==> src/rtl/ccff_cfg_loader.sv <==
`default_nettype none
// ============================================================================
// Module   : ccff_cfg_loader
// Purpose  : Configuration-chain loader for the eFPGA fabric. Accepts
//            bitstream words over a valid/ready handshake and serialises
//            them LSB-first into the configuration flip-flop chain. Reports
//            completion, abort and the XOR signature of the bits that leave
//            the chain tail while the load runs.
//
// Ports
//   i_prog_clk       programming clock, all state on the rising edge
//   i_pReset         synchronous active-high reset
//   i_start          one-cycle pulse, begins a load from IDLE/DONE/ABORTED
//   i_abort          terminates a load in progress (wins over i_start)
//   i_word_valid     bitstream word available
//   i_word_data      bitstream word, bit 0 shifted first
//   o_word_ready     loader accepts a word this cycle
//   o_ccff_head      serial data into the chain (0 when not shifting)
//   o_ccff_shift_en  chain advances at the next i_prog_clk edge
//   i_ccff_tail      serial data leaving the chain
//   o_busy           load in progress (WAIT_WORD or SHIFT)
//   o_done           last load completed with CHAIN_LEN bits shifted
//   o_error          last load was aborted
//   o_bit_count      bits shifted in the current/last load
//   o_tail_parity    XOR of i_ccff_tail over the shift cycles of the load
//
// Revision : 1.0 - initial release
// ============================================================================
module ccff_cfg_loader #(
    parameter int CHAIN_LEN = 1024,
    parameter int WORD_W    = 32
) (
    input  logic                             i_prog_clk,
    input  logic                             i_pReset,
    input  logic                             i_start,
    input  logic                             i_abort,
    input  logic                             i_word_valid,
    input  logic [WORD_W-1:0]                i_word_data,
    output logic                             o_word_ready,
    output logic                             o_ccff_head,
    output logic                             o_ccff_shift_en,
    input  logic                             i_ccff_tail,
    output logic                             o_busy,
    output logic                             o_done,
    output logic                             o_error,
    output logic [$clog2(CHAIN_LEN+1)-1:0]   o_bit_count,
    output logic                             o_tail_parity
);

    localparam int CNT_W = $clog2(CHAIN_LEN + 1);
    localparam int IDX_W = $clog2(WORD_W);

    // Shift-cycle comparisons are made against the pre-increment values, so
    // the terminal values are one below the counts they stand for.
    localparam logic [CNT_W-1:0] C_LAST_BIT = CNT_W'(CHAIN_LEN - 1);
    localparam logic [IDX_W-1:0] C_LAST_IDX = IDX_W'(WORD_W - 1);

    typedef enum logic [2:0] {
        S_IDLE      = 3'd0,
        S_WAIT_WORD = 3'd1,
        S_SHIFT     = 3'd2,
        S_DONE      = 3'd3,
        S_ABORTED   = 3'd4
    } state_t;

    state_t              r_state;
    state_t              w_next_state;

    logic [WORD_W-1:0]   r_shreg;
    logic [IDX_W-1:0]    r_index;
    logic [CNT_W-1:0]    r_bit_count;
    logic                r_tail_parity;

    logic                w_word_ready;
    logic                w_load;
    logic                w_shift;
    logic                w_clear;

    // ------------------------------------------------------------------------
    // State register
    // ------------------------------------------------------------------------
    always_ff @(posedge i_prog_clk) begin
        if (i_pReset) begin
            r_state <= S_IDLE;
        end else begin
            r_state <= w_next_state;
        end
    end

    // ------------------------------------------------------------------------
    // Next-state and control decode
    // ------------------------------------------------------------------------
    always_comb begin
        w_next_state = r_state;
        w_word_ready = 1'b0;
        w_load       = 1'b0;
        w_shift      = 1'b0;
        w_clear      = 1'b0;

        case (r_state)
            S_IDLE, S_DONE, S_ABORTED: begin
                // i_abort is meaningless outside a load and is ignored here.
                if (i_start) begin
                    w_next_state = S_WAIT_WORD;
                    w_clear      = 1'b1;
                end
            end

            S_WAIT_WORD: begin
                // Ready is withheld during an abort cycle so that no word is
                // consumed by a load that is being torn down.
                if (i_abort) begin
                    w_next_state = S_ABORTED;
                end else begin
                    w_word_ready = 1'b1;
                    if (i_word_valid) begin
                        w_load       = 1'b1;
                        w_next_state = S_SHIFT;
                    end
                end
            end

            S_SHIFT: begin
                // An abort suppresses the shift of this cycle entirely.
                if (i_abort) begin
                    w_next_state = S_ABORTED;
                end else begin
                    w_shift = 1'b1;
                    // Chain-full takes precedence: leftover bits of the final
                    // word are simply dropped.
                    if (r_bit_count == C_LAST_BIT) begin
                        w_next_state = S_DONE;
                    end else if (r_index == C_LAST_IDX) begin
                        w_next_state = S_WAIT_WORD;
                    end
                end
            end

            default: begin
                w_next_state = S_IDLE;
            end
        endcase
    end

    // ------------------------------------------------------------------------
    // Datapath: word shift register, bit index, load counter, tail signature
    // ------------------------------------------------------------------------
    always_ff @(posedge i_prog_clk) begin
        if (i_pReset) begin
            r_shreg       <= '0;
            r_index       <= '0;
            r_bit_count   <= '0;
            r_tail_parity <= 1'b0;
        end else begin
            if (w_clear) begin
                r_bit_count   <= '0;
                r_tail_parity <= 1'b0;
            end

            if (w_load) begin
                r_shreg <= i_word_data;
                r_index <= '0;
            end else if (w_shift) begin
                // Shift right so the bit at the current index is always at
                // position 0; the index only tracks word progress.
                r_shreg       <= {1'b0, r_shreg[WORD_W-1:1]};
                r_index       <= r_index + IDX_W'(1);
                r_bit_count   <= r_bit_count + CNT_W'(1);
                r_tail_parity <= r_tail_parity ^ i_ccff_tail;
            end
        end
    end

    // ------------------------------------------------------------------------
    // Outputs
    // ------------------------------------------------------------------------
    assign o_word_ready    = w_word_ready;
    assign o_ccff_shift_en = w_shift;
    assign o_ccff_head     = w_shift & r_shreg[0];
    assign o_busy          = (r_state == S_WAIT_WORD) || (r_state == S_SHIFT);
    // Reset is the only way back to IDLE, so the flags can follow the state.
    assign o_done          = (r_state == S_DONE);
    assign o_error         = (r_state == S_ABORTED);
    assign o_bit_count     = r_bit_count;
    assign o_tail_parity   = r_tail_parity;

endmodule
`default_nettype wire

==> config.mk <==
export PLATFORM = sky130hd
export DESIGN_NAME = ccff_cfg_loader
export DESIGN_NICKNAME = d
export VERILOG_FILES = /design/src/rtl/ccff_cfg_loader.sv
export SDC_FILE = /design/constraint.sdc
export NUM_CORES = 1
export LEC_CHECK = 0
export ABC_AREA = 1
export BUFFER_PORTS_ARGS = -buffer_cell sky130_fd_sc_hd__buf_2
export CAP_MARGIN = 25
export CORE_AREA = 4 4 74 76
export DETAILED_ROUTE_END_ITERATION = 6
export DIE_AREA = 0 0 78 80
export PLACE_DENSITY = 0.76
export RECOVER_POWER = 100
export SYNTH_ARGS = -nofsm -noshare
export SYNTH_HDL_FRONTEND = slang
export SYNTH_SLANG_ARGS = --single-unit
==> constraint.sdc <==
create_clock -name i_prog_clk -period 1.5 [get_ports i_prog_clk]
set_input_delay 0 -clock i_prog_clk [delete_from_list [all_inputs] [get_ports i_prog_clk]]
set_output_delay 0 -clock i_prog_clk [all_outputs]
set_load 0.01 [all_outputs]
# Word-level counts from Yosys, hierarchy flattened
# Cells that the tools add are included.
[totals]
register_bits = 52
inputBits = 38
out_inout_bits = 18
elab_cells = 47
[op_classes]
n_addsub = 2
n_eq_ne = 9
muxes = 23
n_bitwise = 2
n_reduce_logical = 6
[op_table]
columns = ["op", "count"]
rows = [
  ["$mux 32", 2],
  ["$mux 11", 3],
  ["$mux 3", 6],
  ["$add 11x1->11 const B", 1],
  ["$eq 11x10->1 const B", 1],
  ["$mux 1", 11],
  ["$pmux 3 s3", 1],
  ["$eq 3x2->1 const B", 2],
  ["$add 5x1->5 const B", 1],
  ["$eq 5x5->1 const B", 1],
  ["$ne 4x4->1 const B", 1],
  ["$eq 3x1->1 const B", 1],
  ["$eq 3x3->1 const B", 1],
  ["$logic_not 3->1", 1],
  ["$ne 3x3->1 const B", 1],
  ["$reduce_and 3->1", 1],
  ["$reduce_or 3->1", 1],
  ["$ne 2x2->1 const B", 1],
  ["$reduce_bool 2->1", 1],
  ["$reduce_or 2->1", 1],
  ["$and 1x1->1", 1],
  ["$logic_or 1x1->1", 1],
  ["$xor 1x1->1", 1],
]

# Longest topological paths before layout
[logic_depth]
word_depth = 6
depth_mapped = 10
mapped_depth_nobuf = 9

# Least setup slack after synthesis
# OpenSTA, ideal clock, no wires.
[synth_path]
path_kind = "register -> register"
start = "register r_bit_count[0] (netlist: o_bit_count[0])"
end = "register r_state[1]"
setup_time_ns = 0.132
arrival_ns = 1.233
t_required_ns = 1.368
setup_slack_ns = 0.135
stages_incl_launch_ff = 9
path_buffers = 0
path_cell_list = "dfxtp_1 > ha_1 > nand3_1 > nor2_1 > nand3_1 > nand2_1 > nand2_1 > nand2_1 > a21oi_1"
[synth_via]
elab_chain_cells = 4
elab_cells_between_ends = 6
cone_classes = "2 x eq/ne; 3 x mux; 1 x reduce/logical"
[synth_rtl]
columns = ["element", "line_no", "source"]
rows = [
  ["from (decl)", "71", "logic [CNT_W-1:0] r_bit_count;"],
  ["from (signal assigned)", "168", "r_bit_count <= r_bit_count + CNT_W'(1);"],
  ["$eq 11x10->1 *", "131", "if (r_bit_count == C_LAST_BIT) begin"],
  ["$mux 3", "131", ""],
  ["$mux 3", "125", "if (i_abort) begin"],
  ["$pmux 3 s3", "100", "case (r_state)"],
  ["to (signal assigned)", "86", "r_state <= w_next_state;"],
  ["to (decl)", "66", "state_t r_state;"],
]
# Mark *: on every way between the ends. The rest lies on a longest branch, timed or not.
# A chain may end at the register's enable or synchronous reset.

# Final worst setup path
[layout_path]
start = "register r_state[1]"
end = "output port o_ccff_shift_en"
[layout_via]
elab_chain_cells = 2
[layout_rtl]
columns = ["element", "line_no", "source"]
rows = [
  ["$eq 3x2->1", "100", ""],
  ["$mux 1", "100", ""],
  ["to (decl)", "41", "output logic o_ccff_shift_en,"],
]
# Every way passes these cells.

==> flow_summary.ini <==
[worst_setup_path]
cp-start-kind = register
timing.reg2reg.setup_slack_ns = 0.13
number_of_buffers_and_inverters_on_the_critical_path = 4
worst_path_max_delay_cell = sky130_fd_sc_hd__dfxtp_4
critical_path.max_stage_delay_ns = 0.37
crit_path_cell_trace = inv_2 > nor2_4 > nand3_4 > inv_6 > buf_12 > buf_2
crit_arrival_ns = 1.40
critical_path.top_delay_family = buffers and inverters
cp-end-kind = output pin
critPathMaxFanout = 18
criticalPathCategory = register to output pin
worstPathRequired_ns = 1.50

[yosys]
synth_async_sr_flop_share_pct = 0
synth_top_family_by_area = simple AND/OR/NAND/NOR gates
synth_area_leader_cell = sky130_fd_sc_hd__dfxtp_1
synthesized_nets = 408
synth_area_um2 = 2470
synth_top_area_share_pct = 42.1
synth-edff-count = 0
post_synth_main_area_contributors = sky130_fd_sc_hd__dfxtp_1, sky130_fd_sc_hd__nand2_1, sky130_fd_sc_hd__inv_1, sky130_fd_sc_hd__nand3_1, sky130_fd_sc_hd__a31oi_1
synthSimpleGateAreaFrac_pct = 35.3
portion_of_netlist_area_occupied_by_mux_cells_pct = 0
distinct_cell_type_count_of_the_synthesized_netlist = 25
synth_flop_cell = sky130_fd_sc_hd__dfxtp_1
synth.ff_latch_count = 52
synth.yosys.seq_area_share_pct = 42.1
compound_gate_fraction_of_synth_area_pct = 10.6
synth_fa_ha_area_share_pct = 1.52
synthCells = 367
synth_area_per_cell_um2 = 6.73
yosysWarnings = 0
synth_xor_area_share_pct = 0.355

[clock_tree]
cts_inserted_buffers = 5
insertion_delay_ns = 0.31
cts.htree.levels = 2
cts_tree = built
cts.sink_count = 52
clock-root-buffer = sky130_fd_sc_hd__clkbuf_8
clock_path_buffers = 2
cts_clock_pin_slew_for_the_worst_setup_and_hold_paths_ns = 0.10

[sta]
maxSlewViolCount = 0
finalCriticalPeriod_ns = 1.40
worst_clock_skew_ns = 0.0111
setup_total_negative_slack_ns = 0
timing_worst_slew_pin_value_ns = 0.287
setup_repair_after_global_routing_missed_its_margin = no
maxClockFrequency_ghz = 0.715
report.final.hold_viol_count = 0
post-route-period-util_pct = 93.2
setup_viol = 0
max_slew_margin_pct = 80.9
timing.final.ws_setup_ns = 0.101

[route]
final_antenna_net_count = 0
routed-via-count = 2537
wirelength_um = 6280
dr.max_layer_used = met4
drt-initial-drc-count = 120
vias_per_cell = 4.83
dr_wl_met2_um = 3170
drc_errors = 0
route.met3.wl_um = 280
drt_pre_antenna_iters = 4
met1Wirelength_um = 2710
post_drt_wl_per_cell_um = 12.0

[pwr]
leakage_power_nw = 1.41
power.clock.fraction_pct = 34.7
cell_internal_pwr_mw = 2.17
vdd.ir_drop.worst_mv = 0.725
combPwrFrac_pct = 15.4
power.switching_fraction_pct = 25.5
relative_contribution_of_sequential_cells_to_total_power_pct = 49.9
p_per_area_nw_per_um2 = 884
power.switching_uw = 745

[grt]
groute.usage.overall_pct = 21.2
first_pass_grt_wire_length_um = 10600
gr-total-overflow = 0
grt_start_max_net_pins = 26
first_global_vias = 2424
antenna_found_initial = 0

[die]
die_height_um = 80
core_um2 = 4720
dieWidth_um = 78
start_util_pct = 52.3
ios = 56
dieArea_um2 = 6240
floorplan.rows = 25

[cells_and_area]
layout.area.seq_um2 = 1050
drive_gt1_share_pct = 17.9
design.final.nets = 498
final_core_util_pct = 69.9
multiInputGateArea_um2 = 1210
fillCellCount = 391
insertedDiodeCount = 0
flow.area_growth_from_synthesis_pct = 33.6

[min_path]
holdCritPathClass = input port to register

[placed_design]
place_congestion = 0.801
dpl_worst_slack_ns = 0.0685
post-dp-hpwl_um = 4000
portBuffers = 55

[flow_run]
number_of_max_capacitance_violations_reported = 0

[outcome]
outcome = finished, final reports clean
==> flip-flops by register name, summed over array words and instances (netlist names) <==
name / cells
r_state: 3
r_index: 5
r_shreg: 32
o_tail_parity: 1
o_bit_count: 11
==> cell usage after synthesis (3+ instances only) <==
library cell                 n
sky130_fd_sc_hd__a21oi_1    19
sky130_fd_sc_hd__a31oi_1    17
sky130_fd_sc_hd__buf_2       5
sky130_fd_sc_hd__buf_4       5
sky130_fd_sc_hd__clkbuf_1    4
sky130_fd_sc_hd__dfxtp_1    52
sky130_fd_sc_hd__ha_1        3
sky130_fd_sc_hd__inv_1      35
sky130_fd_sc_hd__nand2_1   151
sky130_fd_sc_hd__nand3_1    22
sky130_fd_sc_hd__nor2_1     20
sky130_fd_sc_hd__nor2_4      3
sky130_fd_sc_hd__nor3_1      4
sky130_fd_sc_hd__o21ai_0    12
==> routing by layer <==
metal / vias to the layer above / global-route usage, %
met4: 0 / 7.69
met1: 1130 / 24.9
met2: 61 / 37.8
li1: 1334 / -
met5: - / 0
met3: 12 / 4.63
==> repair_timing <==
| action | in CTS | in global routing |
|---|---|---|
| setup endpoints to repair | 0 | 32 |
| hold buffers | 32 | 0 |
| setup buffers | 0 | 1 |
| hold endpoints to repair | 32 | 0 |
| resized for setup | 0 | 17 |
==> worst min-delay path: stages <==
cell                      delay [ns]
sky130_fd_sc_hd__buf_2          0.07
sky130_fd_sc_hd__nand2_1        0.05
sky130_fd_sc_hd__nand3_1        0.07
sky130_fd_sc_hd__nand2_1        0.04
sky130_fd_sc_hd__inv_1          0.05
==> worst paths after layout <==
kind,start,to,cells after the start
max,r_state[1],o_ccff_shift_en,6
min,i_word_data[6],r_shreg[6],5
max reg2reg,r_state[1],r_shreg[9],7
min reg2reg,o_tail_parity,o_tail_parity,1
==> power by group through the flow <==
stage	sequential (mW)	clock (mW)	combinational (mW)
detailed placement	1.49	0	0.376
finish	1.46	1.01	0.448
global placement	1.49	0	0.372
global route	1.46	1.09	0.506
CTS	1.46	1.03	0.441
floorplan	1.48	0	0.253
==> metrics by stage <==
stage	hold slack, ns	std cells	power, mW	area [um^2]
detailed placement	0.273	484	1.86	2840
CTS	0.00307	524	2.93	3280
finish	0.00371	525	2.92	3300
floorplan	0.148	367	1.74	2470
global route	0.0134	525	3.06	3300
global placement	0.265	484	1.86	2840
==> cells by family after synthesis <==
kind of cell	Yosys count
xor+xnor	1
compound gates	48
simple gates	208
buf+inv	55
fa+ha+maj	3
flops	52
==> area by class of cell <==
type,instances,share of cell area (%)
multi-input combinational,260,36.6
sequential,52,31.7
timing repair buffer,99,20.9
inverter,39,4.59
tap,67,2.54
clock buffer,6,2.50
clock inverter,2,1.18
==> cell usage in the layout (no fill, tap or decap), types with 2 or more instances in the layout <==
cell type / Yosys / routed
sky130_fd_sc_hd__nand2_1: 151 / 150
sky130_fd_sc_hd__dfxtp_1: 52 / 50
sky130_fd_sc_hd__inv_1: 35 / 34
sky130_fd_sc_hd__a21oi_1: 19 / 18
sky130_fd_sc_hd__nor2_2: 2 / 5
sky130_fd_sc_hd__a31oi_1: 17 / 17
sky130_fd_sc_hd__clkbuf_8: 0 / 6
sky130_fd_sc_hd__ha_1: 3 / 2
sky130_fd_sc_hd__inv_2: 2 / 3
sky130_fd_sc_hd__o21ai_0: 12 / 12
sky130_fd_sc_hd__buf_4: 5 / 7
sky130_fd_sc_hd__nand3_1: 22 / 21
sky130_fd_sc_hd__nor3_1: 4 / 4
sky130_fd_sc_hd__nor2_4: 3 / 4
sky130_fd_sc_hd__dlygate4sd3_1: 0 / 32
sky130_fd_sc_hd__nand3_2: 1 / 2
sky130_fd_sc_hd__buf_6: 2 / 3
sky130_fd_sc_hd__nor2_1: 20 / 16
sky130_fd_sc_hd__buf_2: 5 / 40
sky130_fd_sc_hd__or2_0: 2 / 2
sky130_fd_sc_hd__clkbuf_1: 4 / 15
Note: power is estimated with default switching activity, not from simulation.
